[src/rtl/rs232_rx_pkg.sv]
//============================================================================
// Module   : rs232_rx_pkg
// Purpose  : Shared definitions for the RS-232 receiver (and usable by the
//            matching transmitter): default line/clock rates, receiver
//            state encoding and the odd-parity helper.
// Revision : 1.0 - initial release
//============================================================================
`default_nettype none

package rs232_rx_pkg;

    // Default operating point: 9600 baud from a 50 MHz system clock.
    localparam int c_default_baud  = 9600;
    localparam int c_default_reloj = 50_000_000;

    // Minimum width of the bit-cell counter (5208 cycles needs 13 bits).
    localparam int c_min_cnt_w = 13;

    typedef enum logic [2:0] {
        IDLE   = 3'd0,
        START  = 3'd1,
        DATA   = 3'd2,
        PARITY = 3'd3,
        STOP   = 3'd4
    } rx_state_t;

    // Parity bit value that makes (data ones + parity bit) odd.
    function automatic logic odd_parity(input logic [7:0] data);
        return ~^data;
    endfunction

endpackage

`default_nettype wire

[src/rtl/rs232_rx_if.sv]
//============================================================================
// Module   : rs232_rx_if
// Purpose  : Serial line and received-byte bundle of the RS-232 receiver.
//   RX   : serial line, idle high (driven by the line side)
//   D    : last received byte
//   RDY  : one-cycle pulse, D/PERR/FERR updated
//   PERR : parity error of last frame
//   FERR : framing error of last frame
//   BUSY : frame reception in progress
//   master = receiver, slave = line driver / byte consumer
// Revision : 1.0 - initial release
//============================================================================
`default_nettype none

interface rs232_rx_if;
    logic       RX;
    logic [7:0] D;
    logic       RDY;
    logic       PERR;
    logic       FERR;
    logic       BUSY;

    modport master (
        input  RX,
        output D, RDY, PERR, FERR, BUSY
    );

    modport slave (
        output RX,
        input  D, RDY, PERR, FERR, BUSY
    );
endinterface

`default_nettype wire

[src/rtl/rs232_rx_baud_tick.sv]
//============================================================================
// Module   : rs232_rx_baud_tick
// Purpose  : Bit-cell timer. Counts 0..CONTA-1 while enabled and flags the
//            half-cell and full-cell points.
//   clk, reset : system clock, asynchronous active-high reset
//   i_clr      : synchronous clear of the counter (wins over i_en)
//   i_en       : count enable
//   o_half     : counter at CONTA/2-1
//   o_full     : counter at CONTA-1 (counter wraps to 0 next cycle)
// Revision : 1.0 - initial release
//============================================================================
`default_nettype none

module rs232_rx_baud_tick
    import rs232_rx_pkg::*;
#(
    parameter int CONTA = 5208
) (
    input  wire logic clk,
    input  wire logic reset,
    input  wire logic i_clr,
    input  wire logic i_en,
    output logic      o_half,
    output logic      o_full
);

    localparam int c_w = ($clog2(CONTA) > c_min_cnt_w) ? $clog2(CONTA) : c_min_cnt_w;

    localparam logic [c_w-1:0] c_half_last = c_w'(CONTA / 2 - 1);
    localparam logic [c_w-1:0] c_full_last = c_w'(CONTA - 1);
    localparam logic [c_w-1:0] c_one       = c_w'(1);

    logic [c_w-1:0] r_k;

    always_ff @(posedge clk or posedge reset) begin
        if (reset) begin
            r_k <= '0;
        end else if (i_clr) begin
            r_k <= '0;
        end else if (i_en) begin
            r_k <= (r_k == c_full_last) ? '0 : r_k + c_one;
        end
    end

    assign o_half = i_en && (r_k == c_half_last);
    assign o_full = i_en && (r_k == c_full_last);

endmodule

`default_nettype wire

[src/rtl/rs232_rx.sv]
//============================================================================
// Module   : rs232_rx
// Purpose  : RS-232 UART receiver, 8 data bits LSB first, odd parity, one
//            stop bit. RX is synchronised, a start edge is validated at
//            mid-cell and every following bit is sampled mid-cell.
//   clk    : system clock
//   reset  : asynchronous, active-high reset
//   rx_bus : rs232_rx_if.master (RX in; D, RDY, PERR, FERR, BUSY out)
// Revision : 1.0 - initial release
//============================================================================
`default_nettype none

module rs232_rx
    import rs232_rx_pkg::*;
#(
    parameter int BAUD_RATE = c_default_baud,
    parameter int RELOJ     = c_default_reloj
) (
    input  wire logic   clk,
    input  wire logic   reset,
    rs232_rx_if.master  rx_bus
);

    localparam int CONTA = RELOJ / BAUD_RATE;

    logic       r_rx_meta;
    logic       r_rx_s;
    logic       r_rx_p;

    rx_state_t  r_state;
    logic [7:0] r_shift;
    logic [2:0] r_bitcnt;
    logic       r_perr_n;

    logic [7:0] r_d;
    logic       r_rdy;
    logic       r_perr;
    logic       r_ferr;
    logic       r_busy;

    logic       w_half;
    logic       w_full;
    logic       w_clr;
    logic       w_en;

    // Two-stage synchroniser plus one history stage for edge detection.
    always_ff @(posedge clk or posedge reset) begin
        if (reset) begin
            r_rx_meta <= 1'b1;
            r_rx_s    <= 1'b1;
            r_rx_p    <= 1'b1;
        end else begin
            r_rx_meta <= rx_bus.RX;
            r_rx_s    <= r_rx_meta;
            r_rx_p    <= r_rx_s;
        end
    end

    // The counter is held at zero in IDLE and re-zeroed at the start-bit
    // mid-point so that every later full tick lands mid-cell. The other
    // state changes happen on a full tick, where the counter wraps anyway.
    assign w_clr = (r_state == IDLE) || ((r_state == START) && w_half);
    assign w_en  = (r_state != IDLE);

    rs232_rx_baud_tick #(
        .CONTA (CONTA)
    ) u_baud_tick (
        .clk    (clk),
        .reset  (reset),
        .i_clr  (w_clr),
        .i_en   (w_en),
        .o_half (w_half),
        .o_full (w_full)
    );

    always_ff @(posedge clk or posedge reset) begin
        if (reset) begin
            r_state  <= IDLE;
            r_shift  <= 8'h00;
            r_bitcnt <= 3'd0;
            r_perr_n <= 1'b0;
            r_d      <= 8'h00;
            r_rdy    <= 1'b0;
            r_perr   <= 1'b0;
            r_ferr   <= 1'b0;
            r_busy   <= 1'b0;
        end else begin
            r_rdy <= 1'b0;
            case (r_state)
                IDLE: begin
                    // Only a high-to-low transition starts a frame, so a
                    // line held low never retriggers.
                    if (r_rx_p && !r_rx_s) begin
                        r_state <= START;
                        r_busy  <= 1'b1;
                    end
                end
                START: begin
                    if (w_half) begin
                        if (!r_rx_s) begin
                            r_state  <= DATA;
                            r_bitcnt <= 3'd0;
                        end else begin
                            r_state <= IDLE;
                            r_busy  <= 1'b0;
                        end
                    end
                end
                DATA: begin
                    if (w_full) begin
                        r_shift  <= {r_rx_s, r_shift[7:1]};
                        r_bitcnt <= r_bitcnt + 3'd1;
                        if (r_bitcnt == 3'd7) begin
                            r_state <= PARITY;
                        end
                    end
                end
                PARITY: begin
                    if (w_full) begin
                        r_perr_n <= (r_rx_s != odd_parity(r_shift));
                        r_state  <= STOP;
                    end
                end
                STOP: begin
                    // Returning to IDLE at mid-stop-bit leaves half a cell
                    // to catch a back-to-back start edge.
                    if (w_full) begin
                        r_d     <= r_shift;
                        r_perr  <= r_perr_n;
                        r_ferr  <= ~r_rx_s;
                        r_rdy   <= 1'b1;
                        r_busy  <= 1'b0;
                        r_state <= IDLE;
                    end
                end
                default: begin
                    r_state <= IDLE;
                    r_busy  <= 1'b0;
                end
            endcase
        end
    end

    assign rx_bus.D    = r_d;
    assign rx_bus.RDY  = r_rdy;
    assign rx_bus.PERR = r_perr;
    assign rx_bus.FERR = r_ferr;
    assign rx_bus.BUSY = r_busy;

endmodule

`default_nettype wire

[src/flat_wrapper.sv]
// flat-port wrapper written by rule: the top's interface ports become plain ports
module rs232_rx_flat import rs232_rx_pkg::*;
#(
    parameter int BAUD_RATE = c_default_baud,
    parameter int RELOJ     = c_default_reloj
)
  (clk, reset, rx_bus_RX, rx_bus_D, rx_bus_RDY, rx_bus_PERR, rx_bus_FERR, rx_bus_BUSY);
  rs232_rx_if rx_bus_i ();
  input  wire logic clk;
  input  wire logic reset;
  input wire logic [$bits(rx_bus_i.RX)-1:0] rx_bus_RX;
  output wire logic [$bits(rx_bus_i.D)-1:0] rx_bus_D;
  output wire logic [$bits(rx_bus_i.RDY)-1:0] rx_bus_RDY;
  output wire logic [$bits(rx_bus_i.PERR)-1:0] rx_bus_PERR;
  output wire logic [$bits(rx_bus_i.FERR)-1:0] rx_bus_FERR;
  output wire logic [$bits(rx_bus_i.BUSY)-1:0] rx_bus_BUSY;
  assign rx_bus_i.RX = rx_bus_RX;
  assign rx_bus_D = rx_bus_i.D;
  assign rx_bus_RDY = rx_bus_i.RDY;
  assign rx_bus_PERR = rx_bus_i.PERR;
  assign rx_bus_FERR = rx_bus_i.FERR;
  assign rx_bus_BUSY = rx_bus_i.BUSY;
  rs232_rx #(.BAUD_RATE(BAUD_RATE), .RELOJ(RELOJ)) u_core (.clk(clk), .reset(reset), .rx_bus(rx_bus_i));
endmodule
[config.mk]
export PLATFORM = sky130hd
export DESIGN_NAME = rs232_rx_flat
export DESIGN_NICKNAME = d
export VERILOG_FILES = /design/src/rtl/rs232_rx_pkg.sv /design/src/rtl/rs232_rx_if.sv /design/src/rtl/rs232_rx_baud_tick.sv /design/src/rtl/rs232_rx.sv /design/src/flat_wrapper.sv
export SDC_FILE = /design/constraint.sdc
export NUM_CORES = 1
export LEC_CHECK = 0
export CAP_MARGIN = 20
export CORE_ASPECT_RATIO = 1.5
export CORE_MARGIN = 8
export CORE_UTILIZATION = 35
export CTS_CLUSTER_DIAMETER = 100
export DETAILED_ROUTE_END_ITERATION = 10
export PLACE_DENSITY = 0.58
export SETUP_SLACK_MARGIN = 0.2
export SYNTH_ARGS = -nofsm -noshare
export SYNTH_HDL_FRONTEND = slang
export SYNTH_SLANG_ARGS = --single-unit
export TNS_END_PERCENT = 20
[constraint.sdc]
create_clock -name clk -period 4.44 [get_ports clk]
set_input_delay 0.888 -clock clk [delete_from_list [all_inputs] [get_ports clk]]
set_output_delay 0.888 -clock clk [all_outputs]
set_load 0.02 [all_outputs]
Word level (Yosys, flattened, before mapping)
Index checks and enable logic that the tools add are counted.
Widths: inputs -> output; s select.
{"block": "classes", "n_addsub": 2, "n_eq_ne": 16, "muxes": 22, "bitwise": 2, "reduce_logical": 18}
{"operator": "$mux 13", "count": 3}
{"operator": "$mux 3", "count": 9}
{"operator": "$pmux 3 s5", "count": 1}
{"operator": "$add 13x1->13 const B", "count": 1}
{"operator": "$eq 13x12->1 const B", "count": 1}
{"operator": "$eq 13x13->1 const B", "count": 1}
{"operator": "$ne 2x2->1 const B", "count": 5}
{"operator": "$reduce_xnor 8->1", "count": 1}
{"operator": "$eq 3x2->1 const B", "count": 2}
{"operator": "$eq 3x3->1 const B", "count": 2}
{"operator": "$mux 1", "count": 6}
{"operator": "$ne 2x1->1 const B", "count": 3}
{"operator": "$pmux 3 s2", "count": 1}
{"operator": "$reduce_and 2->1", "count": 3}
{"operator": "$reduce_and 6->1", "count": 1}
{"operator": "$reduce_and 5->1", "count": 1}
{"operator": "$logic_and 1x1->1", "count": 4}
{"operator": "$pmux 1 s4", "count": 1}
{"operator": "$reduce_and 4->1", "count": 1}
{"operator": "$reduce_bool 2->1", "count": 2}
{"operator": "$add 3x1->3 const B", "count": 1}
{"operator": "$eq 3x1->1 const B", "count": 1}
{"operator": "$logic_not 3->1", "count": 1}
{"operator": "$reduce_bool 3->1", "count": 1}
{"operator": "6 further kinds", "count": 7}
{"block": "word_totals", "register_bits": 43, "in_bits": 3, "output_inout_bits": 12}

Depth between registers and ports, before layout
{"block": "logic_depth", "word_depth": 5, "ltp_mapped": 7}

Cells and area by module
A second synthesis with hierarchy kept.
{"block": "unflattened", "cells_unflattened": 182, "area_unflattened_um2": 2149.6}
{"mod": "rs232_rx", "n_inst": 1, "cells_each": 101, "area_per_inst_um2": 1346.3, "seq_area_each_um2": 754.5}
{"mod": "rs232_rx_baud_tick", "n_inst": 1, "cells_each": 81, "area_per_inst_um2": 803.3, "seq_area_each_um2": 325.3}

Least setup slack after synthesis
Ideal clock, no wire load.
{"block": "synth_path", "kind": "register -> register", "startpoint": "register u_core.u_baud_tick.r_k[5]", "endpoint": "register u_core.r_shift[0]", "setup_ns": 0.125, "arrival_time_ns": 1.923, "required_ns": 4.315, "setup_slack_ns": 2.392, "path_stages_with_launch": 5, "n_path_buf": 1, "period_less_slack_ns": 2.048, "cell_sequence": "dfrtp_1 > or4_4 > or4_4 > buf_6 > mux2_4"}
{"block": "synth_via", "elab_chain_cells": 3}
{"element": "start, declared", "line": "rs232_rx_baud_tick.sv:33", "text": "logic [c_w-1:0] r_k;"}
{"element": "start signal, assigned", "line": "rs232_rx_baud_tick.sv:41", "text": "r_k <= (r_k == c_full_last) ? '0 : r_k + c_one;"}
{"element": "$eq 13x13->1", "line": "rs232_rx_baud_tick.sv:46", "text": "assign o_full = i_en && (r_k == c_full_last);"}
{"element": "$logic_and 1x1->1", "line": "rs232_rx_baud_tick.sv:46"}
{"element": "$reduce_and 2->1 (no source line)"}
{"element": "end signal, assigned", "line": "rs232_rx.sv:111", "text": "r_shift <= {r_rx_s, r_shift[7:1]};"}
{"element": "end, declared", "line": "rs232_rx.sv:31", "text": "logic [7:0] r_shift;"}
No other way between the ends.
A chain may end at the register's enable or synchronous reset.

Worst setup path in the final report
{"block": "layout_path", "startpoint": "register u_core.u_baud_tick.r_k[0]", "endpoint": "register u_core.u_baud_tick.r_k[9]"}
{"block": "layout_via", "elab_chain_cells": 5, "word_cells_on_any_way": 10, "classes_between": "add/sub: 1; eq/ne: 2; mux: 3; reduce/logical: 4"}
{"element": "parallel branches: the longest is 5 deep, another holds $add 13x1->13"}
Several ways; the timed one is not identified. The select of a mux whose other input is x is not followed.

==> out/qor.txt <==
status - finished, final reports clean
Finished Cell Area - 2360 µm²
RSZ-0062 raised after global routing - false
Synth Warn # - 0
Clock Latency Late Sink - 300 ps
actual slew at the worst max-slew pin - 665 ps
Tightest Hold Check Type - register to register
Post-Syn Area - 2070 µm²
vias in the first global route - 1430
CTS buffer count - 5
post-route setup TNS - 0 ps
grt ovf - 0
DR WL met2 - 1990 µm
Layout area overhead - 14.1%
CTS tree - done
Synth Area in Simple Gates - 0.151
final WL - 3800 µm
Crit Path Category - register to register
CTS resizes - 0
maximum vdd ir drop - 0.161 mV
post-DP HPWL - 2680 µm
main combinational cell family by area after synthesis - simple AND/OR/NAND/NOR gates
first-pass GRT wire length - 6620 µm
clk buf depth - 2
Max Slew Vio Count - 0
initial antenna violation count - 0
XOR/XNOR Fraction of Synth Area - 0.0785
Compound-Gate Fraction of Synth Area - 0.0742
Final GP Congestion - 0.865
Fin Clk Skew - 6.97 ps
dpl cell area - 2280 µm²
Iter 0 DRT Violations - 38
Buf/Inv on CP - 1
endpoints failing hold - 0
post-synthesis adder-cell area fraction - 0.0181
row cnt - 34
core area - 5790 µm²
post-synthesis mux area share - 0.118
Max stage delay on crit path - 610 ps
Chip Width - 78.8 µm
htree depth - 2
vias per cell - 5.10
Slowest-stage cell, CP - o31ai_1
CTS Hold Buffers Added - 0
Inserted Diodes - 0
Worst-path clk slew - 90 ps
largest net degree at the start of global routing - 44
GRT Util Overall - 0.0973
setup repair bufs after CTS - 0
achievable frequency - 440 MHz
Yosys cell types - 42
final antenna-violating net count - 0
area of the multi-input gates - 913 µm²
layout cells sized above 1 - 0.216
largest delay contributor family on the critical path - compound AO/OA/AOI/OAI gates
Fill cells - 606
clock sink count - 43
Root Buffer - clkbuf_8
average cell area after synthesis - 12.0 µm²
Critical Path End Type - register
nets@finish - 195
WP data required - 4640 ps
Tmin final - 2270 ps
I/O Buffers - 14
Die Y - 110 µm
most common cell after layout, fill and taps aside - dfrtp_1
flops & latches, synth - 43
worst path cell trace - ha_1, and3_1, a41oi_1, o31ai_1, buf_4, nor2_1
DRC - 0
M1 WL - 1600 µm
worst-path fanout max - 9
LEAKAGE - 1.09 nW
die area - 8690 µm²
Final setup viols - 0
starting density of the core - 0.358
synthesized net count - 179
routed via count - 1336
max-cap violations - 0
commonest cells after routing, fill and taps aside - dfrtp_1, nor2_1, clkdlybuf4s50_1
Mapped Cells - 173
period utilization - 0.512
TritonRoute pass-1 iters - 4
WP data arrival - 2470 ps
Worst setup SP type - register
FF+latch area - 1080 µm²
total I/O pin count - 15
post-synthesis sequential area ratio - 0.521
Top Layer Used - met4
average wire per standard cell - 14.5 µm
Max-slew headroom - 0.551
metal3 WL - 123 µm
power density over the cells - 390 nW/µm²
-- synthesized netlist by cell type --
cell       count  area share
nand2_1        5      0.0091
nor2b_1        1      0.0030
a211oi_1       1      0.0036
and4_1         2      0.0085
xnor3_1        1       0.011
inv_1         10       0.018
nand3_1        6       0.014
and3_1         2      0.0060
or3b_2         3       0.013
ha_1           3       0.018
and2_1         2      0.0060
dfstp_2        3       0.038
nor3_1         2      0.0048
and4bb_2       1      0.0060
mux2_4         6       0.043
o211ai_1       1      0.0036
xnor2_1        4       0.017
a22oi_1        1      0.0036
nand3b_1       1      0.0036
buf_6          2       0.011
or4_4          3       0.016
dfrtp_1       40        0.48
nand4_1        4       0.012
nor2_1        16       0.029
or4b_2         1      0.0048
a21oi_1        3      0.0072
buf_2          1      0.0024
o21ai_0        5       0.012
nor4bb_1       2      0.0097
a21o_1         1      0.0036
mux2_2        12       0.065
a31o_2         1      0.0042
o22ai_1        2      0.0060
o31ai_1        2      0.0072
o31a_1         1      0.0042
a41oi_1        1      0.0042
xor2_1        12       0.051
a22oi_4        1       0.010
o41ai_1        1      0.0042
mux2i_1        2      0.0097
nand4bb_1      1      0.0054
clkbuf_1       4      0.0072
-- power by group --
group | internal (mW) | switching (mW) | total [mW]
sequential | 0.424 | 0.0415 | 0.465
combinational | 0.0823 | 0.119 | 0.201
clock | 0.110 | 0.146 | 0.255
-- area by class of cell --
type / count / share of cell area
Tap cell: 72 / 0.0381
Timing Repair Buffer: 16 / 0.0656
Clock inverter: 3 / 0.00847
Sequential cell: 43 / 0.457
Inverter: 10 / 0.0159
Multi-Input combinational cell: 113 / 0.386
Clock buffer: 5 / 0.0291
-- stage by stage --
stage	util	setup slack, ps	std cells	hold WS, ps	total power, mW
floorplan	-	2390	173	345	0.615
finish	0.409	2170	262	359	0.922
global placement	0.393	2280	254	347	0.674
CTS	0.409	2150	262	362	0.934
global route	0.409	1960	262	368	0.973
detailed placement	0.393	2170	254	349	0.676
-- kinds of logic (layout without fill, tap and decap cells) --
| group | count (synthesis) | in the layout |
|---|---|---|
| mux | 20 | 20 |
| flops | 43 | 43 |
| buf+inv | 17 | 34 |
| compound gates | 21 | 21 |
| fa+ha+maj | 3 | 3 |
| simple gates | 52 | 52 |
| xor+xnor | 17 | 17 |
-- flip-flops by register name, indices dropped and copies added (netlist names) --
register and cells:
u_core.rx_bus.D 8, u_core.rx_bus.BUSY 1, u_core.r_rx_p 1, u_core.r_state 3, u_core.r_bitcnt 3, u_core.rx_bus.PERR 1
u_core.rx_bus.RDY 1, u_core.r_rx_s 1, u_core.r_rx_meta 1, u_core.u_baud_tick.r_k 13, u_core.rx_bus.FERR 1, u_core.r_shift 8
u_core.r_perr_n 1
-- per-layer routing --
metal | vias to the layer above | track usage
li1 | 643 | -
met1 | 669 | 0.102
met2 | 18 | 0.173
met3 | 6 | 0.0244
met4 | 0 | 0.0559
met5 | - | 0
-- worst paths after layout --
| path | depth (start not counted) | from | slack, ps | to |
|---|---|---|---|---|
| max in group asynchronous | 3 | reset | 3050 | u_core.r_rx_meta |
| hold / removal | 0 | u_core.r_rx_meta | 360 | u_core.r_rx_s |
| hold reg to reg | 0 | u_core.r_rx_meta | 360 | u_core.r_rx_s |
| setup reg to reg | 6 | u_core.u_baud_tick.r_k[0] | 2170 | u_core.u_baud_tick.r_k[9] |
| min in group asynchronous | 3 | reset | 1000 | u_core.rx_bus.D[6] |
| setup / recovery | 6 | u_core.u_baud_tick.r_k[0] | 2170 | u_core.u_baud_tick.r_k[9] |
No activity file was read; power rests on OpenSTA's default activity.
